==> src/rtl/tlc_pkg.sv <==
`default_nettype none
// ============================================================================
// Module   : tlc_pkg
// Brief    : Shared constants for the traffic-light controller BCD entry path.
// Revision : 1.0 - initial release
// ============================================================================
package tlc_pkg;

    localparam logic [0:0] c_IDLE  = 1'b0;
    localparam logic [0:0] c_SHIFT = 1'b1;

    localparam logic [3:0] c_BCD_DIGIT_MAX = 4'd9;
    localparam int         c_BIN_W_DEF     = 7;

endpackage : tlc_pkg
`default_nettype wire

==> src/rtl/bcd2bin_seq_if.sv <==
`default_nettype none
// ============================================================================
// Module   : bcd2bin_seq_if
// Brief    : Start/valid request bundle between a requester and bcd2bin_seq.
// Revision : 1.0 - initial release
// ============================================================================
interface bcd2bin_seq_if #(
    parameter int BIN_W = 7
);

    logic             start;
    logic [3:0]       tens;
    logic [3:0]       ones;
    logic [BIN_W-1:0] binary;
    logic             valid;
    logic             busy;
    logic             err;

    modport master (
        output start, tens, ones,
        input  binary, valid, busy, err
    );

    modport slave (
        input  start, tens, ones,
        output binary, valid, busy, err
    );

endinterface : bcd2bin_seq_if
`default_nettype wire

==> src/rtl/bcd_nibble_adj.sv <==
`default_nettype none
// ============================================================================
// Module   : bcd_nibble_adj
// Brief    : Reverse double-dabble correction: subtract 3 from a nibble >= 8.
// Revision : 1.0 - initial release
// ============================================================================
module bcd_nibble_adj (
    input  wire logic [3:0] i_nib,
    output logic      [3:0] o_nib
);

    assign o_nib = (i_nib >= 4'd8) ? (i_nib - 4'd3) : i_nib;

endmodule : bcd_nibble_adj
`default_nettype wire

==> src/rtl/bcd2bin_seq.sv <==
`default_nettype none
// ============================================================================
// Module   : bcd2bin_seq
// Brief    : Two-digit BCD to binary converter, one reverse double-dabble
//            shift per clock, with start/valid handshake and digit checking.
// Revision : 1.0 - initial release
// ============================================================================
module bcd2bin_seq
    import tlc_pkg::*;
#(
    parameter int BIN_W = c_BIN_W_DEF
) (
    input  wire logic   clk,
    input  wire logic   rst,
    bcd2bin_seq_if.slave bus
);

    localparam int                  c_STEP_W = $clog2(BIN_W + 1);
    localparam logic [c_STEP_W-1:0] c_LAST   = c_STEP_W'(BIN_W - 1);

    logic [0:0]          r_state;
    logic [c_STEP_W-1:0] r_step;
    logic [7:0]          r_bcd;
    logic [BIN_W-1:0]    r_bin;
    logic [BIN_W-1:0]    r_binary;
    logic                r_valid;
    logic                r_err;

    logic                w_digits_ok;
    logic [7:0]          w_bcd_sh;
    logic [7:0]          w_bcd_adj;
    logic [BIN_W-1:0]    w_bin_sh;

    assign w_digits_ok = (bus.tens <= c_BCD_DIGIT_MAX) && (bus.ones <= c_BCD_DIGIT_MAX);

    // BCD LSB falls into the binary MSB; the binary result fills from the top.
    assign w_bcd_sh = {1'b0, r_bcd[7:1]};
    assign w_bin_sh = {r_bcd[0], r_bin[BIN_W-1:1]};

    bcd_nibble_adj u_adj_lo (
        .i_nib (w_bcd_sh[3:0]),
        .o_nib (w_bcd_adj[3:0])
    );

    bcd_nibble_adj u_adj_hi (
        .i_nib (w_bcd_sh[7:4]),
        .o_nib (w_bcd_adj[7:4])
    );

    always_ff @(posedge clk or posedge rst) begin
        if (rst) begin
            r_state  <= c_IDLE;
            r_step   <= '0;
            r_bcd    <= '0;
            r_bin    <= '0;
            r_binary <= '0;
            r_valid  <= 1'b0;
            r_err    <= 1'b0;
        end else begin
            r_valid <= 1'b0;
            r_err   <= 1'b0;
            case (r_state)
                c_IDLE: begin
                    if (bus.start) begin
                        if (w_digits_ok) begin
                            r_bcd   <= {bus.tens, bus.ones};
                            r_bin   <= '0;
                            r_step  <= '0;
                            r_state <= c_SHIFT;
                        end else begin
                            r_err <= 1'b1;
                        end
                    end
                end
                c_SHIFT: begin
                    r_bcd  <= w_bcd_adj;
                    r_bin  <= w_bin_sh;
                    r_step <= r_step + 1'b1;
                    if (r_step == c_LAST) begin
                        r_binary <= w_bin_sh;
                        r_valid  <= 1'b1;
                        r_state  <= c_IDLE;
                    end
                end
                default: r_state <= c_IDLE;
            endcase
        end
    end

    assign bus.binary = r_binary;
    assign bus.valid  = r_valid;
    assign bus.err    = r_err;
    assign bus.busy   = (r_state == c_SHIFT);

endmodule : bcd2bin_seq
`default_nettype wire

==> src/flat_wrapper.sv <==
// flat-port wrapper written by rule: the top's interface ports become plain ports
module bcd2bin_seq_flat import tlc_pkg::*;
#(
    parameter int BIN_W = c_BIN_W_DEF
)
  (clk, rst, bus_start, bus_tens, bus_ones, bus_binary, bus_valid, bus_busy, bus_err);
  bcd2bin_seq_if #(.BIN_W(BIN_W)) bus_i ();
  input  wire logic clk;
  input  wire logic rst;
  input wire logic [$bits(bus_i.start)-1:0] bus_start;
  input wire logic [$bits(bus_i.tens)-1:0] bus_tens;
  input wire logic [$bits(bus_i.ones)-1:0] bus_ones;
  output wire logic [$bits(bus_i.binary)-1:0] bus_binary;
  output wire logic [$bits(bus_i.valid)-1:0] bus_valid;
  output wire logic [$bits(bus_i.busy)-1:0] bus_busy;
  output wire logic [$bits(bus_i.err)-1:0] bus_err;
  assign bus_i.start = bus_start;
  assign bus_i.tens = bus_tens;
  assign bus_i.ones = bus_ones;
  assign bus_binary = bus_i.binary;
  assign bus_valid = bus_i.valid;
  assign bus_busy = bus_i.busy;
  assign bus_err = bus_i.err;
  bcd2bin_seq #(.BIN_W(BIN_W)) u_core (.clk(clk), .rst(rst), .bus(bus_i));
endmodule
==> config.mk <==
export PLATFORM = sky130hd
export DESIGN_NAME = bcd2bin_seq_flat
export DESIGN_NICKNAME = d
export VERILOG_FILES = /design/src/rtl/tlc_pkg.sv /design/src/rtl/bcd2bin_seq_if.sv /design/src/rtl/bcd_nibble_adj.sv /design/src/rtl/bcd2bin_seq.sv /design/src/flat_wrapper.sv
export SDC_FILE = /design/constraint.sdc
export NUM_CORES = 1
export LEC_CHECK = 0
export BUFFER_PORTS_ARGS = -buffer_cell sky130_fd_sc_hd__buf_2
export CORE_MARGIN = 2
export CORE_UTILIZATION = 53
export DETAILED_ROUTE_END_ITERATION = 8
export PLACE_DENSITY = 0.73
export SLEW_MARGIN = 20
export SYNTH_ARGS = -nofsm -noshare
export SYNTH_HDL_FRONTEND = slang
export SYNTH_SLANG_ARGS = --single-unit
==> constraint.sdc <==
create_clock -name clk -period 1.6 [get_ports clk]
set_input_delay 0.48 -clock clk [delete_from_list [all_inputs] [get_ports clk]]
set_output_delay 0.48 -clock clk [all_outputs]
set_load 0.005 [all_outputs]
=== After elaboration in Yosys (flattened, before gate mapping) ===
Index checks and enable logic that the tools add are counted.

* Reduce and logical (&&, ||, !) cells: 3
* $lt $le $gt $ge: 4
* Equality and inequality tests: 3
* Bitwise logic cells: 1
* Mux-type cells: 20
* Add/sub/neg operators: 3

{| class="wikitable"
|+ Operators with widths
! operator !! number
|-
| $mux W8 || 2
|-
| $pmux W8 S2 || 1
|-
| $mux W7 || 2
|-
| $pmux W7 S2 || 1
|-
| $le A4 B4 Y1 const B || 2
|-
| $mux W1 || 8
|-
| $mux W4 || 2
|-
| $mux W3 || 2
|-
| $pmux W3 S2 || 1
|-
| $ge A3 B4 Y1 const B || 1
|-
| $ge A4 B4 Y1 const B || 1
|-
| $reduce_and A2 Y1 || 2
|-
| $sub A3 B2 Y4 const B || 1
|-
| $sub A4 B2 Y4 const B || 1
|-
| $add A3 B1 Y3 const B || 1
|-
| $eq A3 B3 Y1 const B || 1
|-
| $ne A2 B1 Y1 const B || 1
|-
| $ne A2 B2 Y1 const B || 1
|-
| $pmux W1 S2 || 1
|-
| $logic_and A1 B1 Y1 || 1
|-
| $not A1 Y1 || 1
|}

* Logic and storage cells: 41
* Register bits after elaboration: 28
* Input bits: 11
* Output and inout port bits: 10

=== Depth between registers and ports, before layout ===
* Depth after elaboration: 5
* Depth in mapped cells: 5
* Depth with buffers taken out: 5

=== Modules after synthesis ===
A second synthesis with hierarchy kept.

* Cell total of the unflattened synthesis: 113
* Area, all modules: 1337.5 sq um

{| class="wikitable"
|+ By module, submodules not included
! module !! cells an instance !! instances !! sequential area each (sq um) !! area an instance (sq um)
|-
| bcd2bin_seq || 91 || 1 || 675.6 || 1184.9
|-
| bcd_nibble_adj || 11 || 2 || 0.0 || 76.3
|}

=== Worst setup path before layout ===
Ideal clock, no wire load.

* Path type: input to register
* Start point: input port bus_tens[1]
* End point: register u_core.r_step[0]
* Slack: 0.217 ns
* Data required time: 1.475 ns
* Path buffers: 1
* Library setup time: 0.125 ns
* Stages on the path: 4
* Arrival: 1.258 ns
* Path through: o21ai_2 > a31oi_2 > buf_6 > mux2_4

* Cells in the longest elaborated chain, start to end: 4

{| class="wikitable"
|+ Ends and longest elaborated chain
! what !! line !! text
|-
| start, declared || flat_wrapper.sv:11 || <nowiki>input wire logic [$bits(bus_i.tens)-1:0] bus_tens;</nowiki>
|-
| $le A4 B4 Y1 || bcd2bin_seq.sv:34 || <nowiki>assign w_digits_ok = (bus.tens <= c_BCD_DIGIT_MAX) && (bus.ones <= c_BCD_DIGIT_MAX);</nowiki>
|-
| $logic_and A1 B1 Y1 || bcd2bin_seq.sv:34 ||
|-
| $ne A2 B1 Y1 (no source line) || n/a ||
|-
| $reduce_and A2 Y1 (no source line) || n/a ||
|-
| end signal, assigned || bcd2bin_seq.sv:78 || <nowiki>r_step <= r_step + 1'b1;</nowiki>
|-
| end, declared || bcd2bin_seq.sv:22 || <nowiki>logic [c_STEP_W-1:0] r_step;</nowiki>
|}

Every way passes these cells.
A chain may end at the register's enable or synchronous reset.

=== Worst setup path after layout ===
* Start point: register u_core.r_state, in the netlist u_core.bus.busy
* End point: output port bus_busy

{| class="wikitable"
|+ RTL lines
! what !! line !! text
|-
| start, declared || bcd2bin_seq.sv:21 || <nowiki>logic [0:0] r_state;</nowiki>
|-
| start signal, assigned || bcd2bin_seq.sv:52 || <nowiki>r_state <= c_IDLE;</nowiki>
|-
| start signal, assigned || bcd2bin_seq.sv:69 || <nowiki>r_state <= c_SHIFT;</nowiki>
|-
| start signal, assigned || bcd2bin_seq.sv:82 || <nowiki>r_state <= c_IDLE;</nowiki>
|-
| end, declared || flat_wrapper.sv:15 || <nowiki>output wire logic [$bits(bus_i.busy)-1:0] bus_busy;</nowiki>
|}

No word-level cell between the ends.

==> impl_summary.md <==
Run status
The flow ran to the end, and the final reports show no timing, DRC or antenna violations.

Power and ir drop
The maximum vdd drop is 0.829 mV. The share of total power dissipated in sequential elements is 51.2%. The design internal power is 1.49 mW. The net switching power is 0.718 mW.

Per report_power, the clock group accounts for 13.4% of the total. The combinational share of power is 35.3%. The switching share of power is 32.6%. For this design the ratio of total power to cell area is 1590 mW/mm². The leakage dissipation is 0.697 nW.

Routing
The total wire length is 2.01 mm. The first TritonRoute pass finished after 4 iterations. Once detail routing completed, the nets flagged for antenna violations numbered 0. After detailed routing, the number of vias per cell comes to 5.55. The via total after detailed routing is 810.

In this run, the number of DRC markers left after iteration 0 of detailed routing was 12. In the final routed layout, each cell accounts on average for 13.8 µm. The count of unresolved DRC violations after routing is 0.

Clock tree
No sink is reached through more buffers than the 2 on the longest clock path. Clock tree synthesis selected as its root buffer the cell sky130_fd_sc_hd__clkbuf_4. The number of H-tree levels is 1. The number of buffers added by the clock tree synthesis step is 3. The TritonCTS clock tree is built. For this design, the sink count on the clock tree is 27. After clock tree synthesis, the clock-pin slew on the worst setup and hold paths is 0.15 ns. The hold-fix buffer count after cts is 0.

The clock latency of the later-clocked register in the worst-skew pair is 0.32 ns.

Final layout
From synthesis to final layout, the design area changed by 15.6%. Once layout is complete, the utilization of the core stands at 63.8%. Counting the fill cells in the layout gives 178. The number of antenna diodes in the final layout is 0. The final layout net count is 134.

After the flow finishes, the layout carries non-filler instances totaling 146. The fraction of final layout cells sized beyond drive strength 1 is 39.0%.

GRT
Entering global routing, the biggest net connects 28 pins. The first global-routing pass estimated 3.35 mm of wire. Summed over all layers, the global routing overflow is 0. The number of antenna violations at the first check in global routing was 0. The number of global-route vias before repair came to 760. The overall routing resource usage is 17.3%.

Setup path
The worst setup path is of the flop to output port kind. The sort of element at the start of the critical path is a flop. The slowest stage of the critical path is the sky130_fd_sc_hd__dfrtp_2 cell. The signal on the critical path passes through buf_2.

The total buffers and inverters traversed by the critical path is 1. STA classifies the critical path endpoint as an output port. For the worst setup path, the data required time is 1.12 ns. In this run the register-to-register setup slack is 0.19 ns. The worst register-to-register path ends at u_core.r_bcd[2]. The startpoint identified for the worst register-to-register timing path is u_core.bus.busy. For the worst flop-to-flop path, the logic depth is 3.

At the worst endpoint, the arrival time is 0.99 ns. The maximum fanout encountered on the critical timing path is 11. Grouping stages by cell kind, the critical path spends the most delay in flip-flops. The largest single stage delay on the critical path is 0.52 ns.

Placement
The final RePlAce weighted congestion is 0.741. The number of placed instances, taps included, is 142. The worst-case setup slack after placement is 0.0485 ns. Detailed placement ended at an HPWL of 1.48 mm. In this run the tool buffered the top-level ports with 20 buffer cells.

Timing
The number of max-slew violations in the final report is 0. The worst clock skew on the final layout is 0.00640 ns. The final worst slack is 0.127 ns. The count of endpoints failing hold in the final timing report is 0. In the finished design, the share of the clock period the worst path needs comes to 92.1%. The minimum period implied by the final worst setup slack is 1.47 ns. The worst hold slack after final layout is 0.182 ns. The highest achievable clock rate is 0.679 GHz.

For the pin with the worst max-slew slack, the measured transition is 0.330 ns. For the final routed database, the setup TNS stands at 0 ns. Setup repair after global routing left no endpoint under its margin. The count of endpoints failing setup in the final report is 0. Measured against its own limit, the worst slew margin works out to 78.0%.

Synthesis
After synthesis the cells add up to 0.00120 mm². After Yosys synthesis, XOR and XNOR cells account for 1.46% of the synthesized area. In the synthesized netlist, the number of instances is 91. Counting distinct cell types in the post-synthesis netlist gives 27. The fraction of the yosys area taken by sequential cells is 56.4%.

The main combinational cell family by area after synthesis is compound AO/OA/AOI/OAI gates. The flip-flop and latch count after synthesis is 27. Summing the areas of all fa, ha and maj instances in the mapped netlist gives 4.18% of the synthesized area. The area fraction in compound gates after synthesis is 16.8%. The Yosys step of the flow raised 0 warnings. The post-synth net total is 106. The average footprint of a synthesized cell is 13.2 µm². The share of synthesized area spent on multiplexers is 10.6%.

After Yosys synthesis, and, or, nand and nor cells account for 5.33% of the synthesized area.

Floorplan
The I/O pin count is 21. Once the floorplan was initialized, standard cells occupied 55.2% of the core. The floorplan has 17 rows. The die height is 51.5 µm. The die is 51.5 µm wide. The placeable core area is 0.00217 mm². The die covers 0.00266 mm².

Hold path
The type of the worst min-delay path is input pin to async pin.

Job
The max-cap check violation count is 0.
Yosys cell counts (all sizes together):
| master | count | area, µm² |
|---|---|---|
| a21oi | 2 | 10.0 |
| xnor2 | 1 | 8.76 |
| nand3 | 1 | 5.00 |
| a311oi | 3 | 26.3 |
| or2 | 1 | 6.26 |
| mux2i | 1 | 10.0 |
| nor2 | 2 | 7.51 |
| dfrtp | 27 | 676 |
| a22o | 8 | 70.1 |
| inv | 8 | 30.0 |
| a221o | 6 | 60.1 |
| nor2b | 1 | 6.26 |
| a31oi | 1 | 12.5 |
| o21ai | 3 | 22.5 |
| ha | 4 | 50.1 |
| and3b | 1 | 8.76 |
| buf | 4 | 32.5 |
| nand2b | 2 | 12.5 |
| mux2 | 10 | 116 |
| and2 | 1 | 6.26 |
| nand2 | 3 | 11.3 |
| xor2 | 1 | 8.76 |
stage by stage:
| step | total power [mW] | instance area, µm² |
|---|---|---|
| floorplan | 1.67 | 1200 |
| global placement | 1.90 | 1350 |
| detailed placement | 1.94 | 1350 |
| CTS | 2.24 | 1380 |
| global route | 2.38 | 1380 |
| finish | 2.21 | 1380 |
cells by family (layout without fill, tap and decap cells):
group	after synthesis	in the layout
flops	27	27
xor+xnor	2	2
compound gates	23	23
simple gates	12	12
mux	11	11
fa+ha+maj	4	4
buf+inv	12	39
worst register-to-register path: cells and delay by family, from the launching register on:
| family | cells | cell delay [ns] |
|---|---|---|
| AO/OA/AOI/OAI | 1 | 0.38 |
| AND/OR/NAND/NOR | 2 | 0.42 |
| flip-flops | 1 | 0.51 |
state kept, by name, indices dropped and copies added (netlist names):
| signal | count |
|---|---|
| u_core.r_bcd | 8 |
| u_core.bus.binary | 7 |
| u_core.r_bin | 6 |
| u_core.r_step | 3 |
| u_core.bus.busy | 1 |
| u_core.bus.err | 1 |
| u_core.bus.valid | 1 |
power groups by stage:
stage	combinational (mW)	clock, mW	sequential, mW
2_1_floorplan	0.578	0	1.10
3_3_place_gp	0.768	0	1.14
3_5_place_dp	0.789	0	1.15
4_1_cts	0.793	0.311	1.13
5_1_grt	0.874	0.326	1.18
6_report	0.780	0.296	1.13
routing by layer:
metal,track usage [%],wire [µm],vias up
met2,29.5,953,30
li1,-,-,382
met1,23.0,946,392
met4,6.58,29,0
met3,1.72,80,6
met5,0,0,-
cell type report:
| cell class | count | area (µm²) | area share [%] |
|---|---|---|---|
| multi-input cells | 52 | 459 | 33.2 |
| well taps | 28 | 35.0 | 2.53 |
| flip-flops and latches | 27 | 677 | 48.9 |
| clock buffers | 3 | 22.5 | 1.63 |
| repair buffers | 27 | 153 | 11.0 |
| inverters | 8 | 30.0 | 2.17 |
| clock inverters | 1 | 7.51 | 0.542 |
worst max path at each step:
stage	depth (start not counted)	start	to	slack (ns)
global placement	5	bus_tens[1]	u_core.r_step[0]	0.07
global route	1	u_core.bus.busy	bus_busy	0.07
CTS	1	u_core.bus.busy	bus_busy	0.006
detailed placement	5	bus_tens[1]	u_core.r_step[0]	0.05
floorplan	4	bus_tens[1]	u_core.r_step[0]	0.22
finish	1	u_core.bus.busy	bus_busy	0.13
timing repair:
| action | CTS | global route |
|---|---|---|
| buffers inserted | 0 | 0 |
| setup endpoints to repair | 0 | 5 |
| hold endpoints to repair | 0 | 0 |
| resized for setup | 0 | 1 |
cells in the final DEF, fill, tap and decap left out:
cell type / netlist / final
sky130_fd_sc_hd__dfrtp_1: 27 / 26
sky130_fd_sc_hd__buf_2: 2 / 20
sky130_fd_sc_hd__mux2_2: 8 / 8
sky130_fd_sc_hd__a22o_1: 8 / 8
sky130_fd_sc_hd__inv_1: 7 / 7
sky130_fd_sc_hd__buf_4: 0 / 7
sky130_fd_sc_hd__a221o_1: 6 / 6
sky130_fd_sc_hd__ha_1: 4 / 4
sky130_fd_sc_hd__a311oi_1: 3 / 3
sky130_fd_sc_hd__nand2_1: 3 / 3
sky130_fd_sc_hd__clkbuf_4: 0 / 3
sky130_fd_sc_hd__nand2b_1: 2 / 2
sky130_fd_sc_hd__o21ai_2: 2 / 2
sky130_fd_sc_hd__nor2_1: 2 / 2
sky130_fd_sc_hd__a21oi_1: 2 / 2
sky130_fd_sc_hd__nand3_1: 1 / 1
sky130_fd_sc_hd__inv_2: 1 / 1
sky130_fd_sc_hd__and3b_1: 1 / 1
sky130_fd_sc_hd__a31oi_2: 1 / 1
sky130_fd_sc_hd__xor2_1: 1 / 1
sky130_fd_sc_hd__and2_1: 1 / 1
sky130_fd_sc_hd__mux2_4: 1 / 1
sky130_fd_sc_hd__mux2_1: 1 / 1
sky130_fd_sc_hd__or2_2: 1 / 1
sky130_fd_sc_hd__o21ai_1: 1 / 1
sky130_fd_sc_hd__mux2i_1: 1 / 1
sky130_fd_sc_hd__nor2b_1: 1 / 1
sky130_fd_sc_hd__xnor2_1: 1 / 1
sky130_fd_sc_hd__clkinvlp_4: 0 / 1
sky130_fd_sc_hd__dfrtp_2: 0 / 1
Power figures use the tool's default switching activity.
